**src/rtl/stage3_fetch_request_unit.sv**
```systemverilog
// Fetch stage of the 3-stage pipeline: owns the PC, issues instruction-bus
// reads, absorbs bus wait states, drains a request orphaned by a redirect,
// and registers the IF/EX latch.
module stage3_fetch_request_unit #(
  parameter logic [31:0] RESET_PC = 32'h8000_0000
) (
  input  logic        CLK,
  input  logic        nRST,
  input  logic        pc_en,
  input  logic        npc_sel,
  input  logic [31:0] brj_addr,
  input  logic        insert_priv_pc,
  input  logic [31:0] priv_pc,
  input  logic        if_ex_stall,
  input  logic        if_ex_flush,
  input  logic        iren,
  input  logic        suppress_iren,
  output logic        imem_ren,
  output logic [31:0] imem_addr,
  input  logic        imem_busy,
  input  logic [31:0] imem_rdata,
  input  logic        imem_fault,
  output logic        i_mem_busy,
  output logic [31:0] pc_f,
  output logic        fetch_valid,
  output logic [31:0] fetch_pc,
  output logic [31:0] fetch_pc4,
  output logic [31:0] fetch_instr,
  output logic        fetch_fault,
  output logic        fetch_mal,
  output logic [31:0] fetch_badaddr
);

  localparam logic [31:0] NOP = 32'h0000_0013;

  typedef enum logic {FETCH, DRAIN} state_t;

  state_t      state, state_nxt;
  logic [31:0] pc, pc_nxt;
  logic [31:0] drain_addr;
  logic        mis;
  logic        done;
  logic        redirect;
  logic        load_ok;

  assign mis      = (pc[1:0] != 2'b00);
  assign redirect = insert_priv_pc | npc_sel;
  assign pc_f     = pc;

  // Bus request, completion and next-state/next-PC selection.
  always_comb begin
    imem_ren   = 1'b0;
    imem_addr  = {pc[31:2], 2'b00};
    done       = 1'b0;
    i_mem_busy = 1'b0;
    state_nxt  = state;
    pc_nxt     = pc;
    unique case (state)
      FETCH: begin
        imem_ren   = iren & ~suppress_iren & ~mis;
        done       = (imem_ren & ~imem_busy) | (mis & iren);
        i_mem_busy = iren & ~done;
        if (redirect && imem_ren && imem_busy) state_nxt = DRAIN;
      end
      DRAIN: begin
        // Hold the orphaned request stable until the bus completes it;
        // its response is thrown away.
        imem_ren   = 1'b1;
        imem_addr  = drain_addr;
        i_mem_busy = 1'b1;
        if (!imem_busy) state_nxt = FETCH;
      end
      default: state_nxt = FETCH;
    endcase
    if (insert_priv_pc)             pc_nxt = priv_pc;
    else if (npc_sel)               pc_nxt = brj_addr;
    else if (pc_en && done)         pc_nxt = pc + 32'd4;
  end

  assign load_ok = (state == FETCH) & done & ~redirect;

  // PC, FSM state and drain address registers.
  always_ff @(posedge CLK or negedge nRST) begin
    if (!nRST) begin
      state      <= FETCH;
      pc         <= RESET_PC;
      drain_addr <= '0;
    end else begin
      state <= state_nxt;
      pc    <= pc_nxt;
      if (state == FETCH && state_nxt == DRAIN) drain_addr <= imem_addr;
    end
  end

  // IF/EX latch: flush beats stall beats load; a non-loading cycle bubbles.
  always_ff @(posedge CLK or negedge nRST) begin
    if (!nRST) begin
      fetch_valid   <= 1'b0;
      fetch_fault   <= 1'b0;
      fetch_mal     <= 1'b0;
      fetch_pc      <= '0;
      fetch_pc4     <= '0;
      fetch_instr   <= '0;
      fetch_badaddr <= '0;
    end else if (if_ex_flush) begin
      fetch_valid <= 1'b0;
      fetch_fault <= 1'b0;
      fetch_mal   <= 1'b0;
    end else if (!if_ex_stall) begin
      if (load_ok) begin
        fetch_valid   <= 1'b1;
        fetch_pc      <= pc;
        fetch_pc4     <= pc + 32'd4;
        fetch_instr   <= (imem_fault | mis) ? NOP : imem_rdata;
        fetch_fault   <= imem_fault;
        fetch_mal     <= mis;
        fetch_badaddr <= (imem_fault | mis) ? pc : '0;
      end else begin
        fetch_valid <= 1'b0;
        fetch_fault <= 1'b0;
        fetch_mal   <= 1'b0;
      end
    end
  end

endmodule

```
**config.mk**
```make
export PLATFORM = sky130hd
export DESIGN_NAME = stage3_fetch_request_unit
export DESIGN_NICKNAME = d
export VERILOG_FILES = /design/src/rtl/stage3_fetch_request_unit.sv
export SDC_FILE = /design/constraint.sdc
export NUM_CORES = 1
export LEC_CHECK = 0
export CELL_PAD_IN_SITES_DETAIL_PLACEMENT = 1
export CELL_PAD_IN_SITES_GLOBAL_PLACEMENT = 1
export CORE_ASPECT_RATIO = 1.2
export CORE_UTILIZATION = 34
export CTS_BUF_LIST = sky130_fd_sc_hd__clkbuf_8 sky130_fd_sc_hd__clkbuf_16
export DETAILED_ROUTE_END_ITERATION = 12
export MAX_ROUTING_LAYER = met4
export PLACE_DENSITY_LB_ADDON = 0.1
export SYNTH_ARGS = -nofsm -noshare
export SYNTH_HDL_FRONTEND = slang
export SYNTH_SLANG_ARGS = --single-unit
```
**constraint.sdc**
```tcl
create_clock -name CLK -period 3.1 [get_ports CLK]
set_input_delay 0.62 -clock CLK [delete_from_list [all_inputs] [get_ports CLK]]
set_output_delay 0.62 -clock CLK [all_outputs]
set_load 0.01 [all_outputs]
```
==> flow_metrics.py <==
metrics = {
    "synthesis": {
        "synth_cell_types": 49,
        "ys.flop_type": "dfrtp_1",
        "avgSynthCellArea_sq_um": 9.44,
        "synth_seq_cells": 194,
        "synth_area_sq_um": 8980,
        "synth_edf_count": 0,
        "synthArstFlopShare_pct": 100,
        "syn_inst": 951,
        "synth_nets": 1059,
        "yosysWarnings": 0,
        "ys_seq_area_share_pct": 54.1,
    },
    "timing": {
        "hold_ws_ns": 0.137,
        "maxSlewViolCount": 0,
        "setup_viol": 0,
        "fin_setup_tns_ns": 0,
        "layout_min_cycle_time_ns": 2.86,
        "clock_skew_ns": 0.0104,
        "fin_crit_sh_pct": 92.1,
        "max-slew-margin-rel_pct": 54.6,
        "tightestPinTransition_ns": 0.680,
        "rsz0062_at_grt": "false",
        "max_freq_mhz": 350,
        "hold_violations": 0,
    },
    "finish": {
        "syn_to_final_growth_pct": 46.2,
        "fin_nets": 1338,
        "n_fill_cell": 2845,
        "drive_gt1_share_pct": 11.7,
    },
    "global_route": {
        "grt.total_usage_pct": 25.0,
        "grt_pass1_vias": 8403,
        "grt_pass1_wl_um": 49500,
        "antenna_found_initial": 2,
        "grt_max_degree": 79,
        "grt_remaining_overflow": 0,
    },
    "power_and_ir_drop": {
        "p_switching_mw": 2.42,
        "p_int_mw": 5.57,
        "combPwrFrac_pct": 29.2,
        "clkPwrFrac_pct": 28.1,
        "p_sw_share_pct": 30.3,
        "leakage_nw": 5.81,
        "vdd_drop_max_mv": 0.395,
        "powerDensity_nw_per_um2": 609,
        "seq_power_share_pct": 42.7,
    },
    "clock_network": {
        "cts-root-buf": "clkbuf_16",
        "cts_sinks": 194,
        "clk_latency_ns": 0.44,
        "cts_tree": "built",
        "numCtsBuffers": 17,
        "hold_buffers": 0,
        "post-cts-setup-buffers": 0,
        "clk_pin_slew_ns": 0.07,
        "cts_max_level": 4,
        "clk_path_buf_depth": 2,
        "ctsResizeCount": 0,
    },
    "setup_path": {
        "cp_max_fo": 22,
        "startpoint": "state",
        "arrival_ns": 2.24,
        "rr_worst_depth": 6,
        "crit_type": "register to output port",
        "rrSetupSlack_ns": 0.45,
        "startpoint_type": "register",
        "cp.required_ns": 2.48,
        "regToRegStartpoint": "pc_f[2]",
        "critPathCaptureType": "output port",
        "r2r-end": "pc_f[30]",
    },
    "die": {
        "initial_utilization_pct": 34.9,
        "coreArea_sq_um": 25700,
        "die_h_um": 180,
        "dieWidth_um": 150,
        "rows": 64,
        "io_pins": 304,
        "die_area_sq_um": 27100,
    },
    "flow_run": {
        "cap_violations": 0,
    },
    "placement": {
        "port_buffers": 303,
        "hpwl_um": 22800,
        "place_congestion": 0.827,
    },
    "hold_path": {
        "holdCritPathClass": "primary input to async pin",
    },
    "outcome": {
        "status": "complete, no violations",
    },
    "route": {
        "dr.pass1.iters": 4,
        "vias_per_cell": 5.08,
        "drtIter0Drc": 404,
        "route.detailed.drc": 0,
        "wl_per_cell_um": 20.3,
        "wl_um": 32000,
        "num_vias": 7995,
        "ant_nets": 0,
    },
}
## power by group through the flow
stage               logic (mW)  registers (mW)  clock network (mW)
floorplan                0.773            3.57                   0
global placement          2.32            3.45                   0
detailed placement        2.36            3.46                   0
CTS                       2.37            3.42                2.31
global route              2.53            3.49                2.41
finish                    2.33            3.41                2.24
## cells by family (layout without fill, tap and decap cells)
kind of cell	count (synthesis)	in the layout	share of synthesized area, %
fa+ha+maj	1	1	0.139
other cells	0	2	0
mux	63	63	7.85
xor+xnor	46	46	4.49
compound gates	107	107	7.23
simple gates	449	449	21.9
flops	194	194	54.1
buf+inv	91	383	4.28
## stage by stage
stage	power [mW]	instance area [sq um]	cells	utilization, %	setup slack (ns)
detailed placement	5.82	12500	1541	48.8	0.469
finish	7.99	13100	1575	51.1	0.244
global route	8.43	13100	1575	51.1	0.158
floorplan	4.34	8980	951	-	0.696
global placement	5.76	12500	1541	48.8	0.476
CTS	8.10	13100	1573	51.0	0.200
## placed cells by master, fill, tap and decap left out, types with 15 or more instances in the layout
cell type,Yosys,layout
nor2_1,22,21
buf_4,6,37
o21ai_0,46,46
nand2_1,291,291
dfrtp_1,193,192
nand3_1,77,76
xnor2_1,26,26
clkbuf_16,0,17
clkdlybuf4s50_1,0,302
xor2_1,20,20
mux2_2,59,59
a21oi_1,15,15
## sequential cells by signal, summed over array words and instances (netlist names), 30 cells and up
| register | cells |
|---|---|
| fetch_instr | 32 |
| fetch_pc | 32 |
| fetch_badaddr | 32 |
| fetch_pc4 | 30 |
| drain_addr | 32 |
| pc_f | 32 |
## area by class of cell
cell class / instances / area (sq um) / share of cell area, %
clock buffers: 17 / 425 / 3.24
inverters: 3 / 11.3 / 0.0858
clock inverters: 15 / 159 / 1.21
diodes: 2 / 5.00 / 0.0381
flip-flops and latches: 194 / 4860 / 37.0
multi-input cells: 666 / 3780 / 28.8
repair buffers: 348 / 3480 / 26.5
well taps: 330 / 413 / 3.15
## Yosys cell counts (all sizes together) (5+ instances only)
library cell  count  area [sq um]
nand4            12          90.1
nor2             22          82.6
o22ai            14          87.6
a21oi            15          75.1
nor4              5          37.5
xor2             20           175
o21ai            46           230
xnor2            26           228
mux2             59           664
nand3            77           385
dfrtp           193          4830
and3              6          37.5
clkbuf           65           244
buf              23           129
a31oi             5          31.3
nor3             12          60.1
and2              8          50.1
a22oi             5          37.5
nand2           291          1090
## metal layers
metal / track usage (%) / up-vias / share of wire, %
met5: - / - / 0
met4: 9.41 / 0 / 2.9
met3: 4.89 / 48 / 5.3
met2: 41.2 / 233 / 50
met1: 30.0 / 3960 / 42
li1: - / 3754 / -
## worst max-delay path, stage by stage (launching register included)
cell and delay [ns]:
dfrtp_2 0.68, buf_12 0.26, mux2_2 0.35, clkdlybuf4s50_1 0.49
## how the worst max path moves through the flow
stage | end | slack, ns
global route | imem_addr[3] | 0.16
detailed placement | pc_f[30] | 0.47
finish | imem_addr[3] | 0.24
global placement | pc_f[30] | 0.48
floorplan | pc_f[30] | 0.70
CTS | imem_addr[31] | 0.20
No activity file was read; power rests on OpenSTA's default activity.
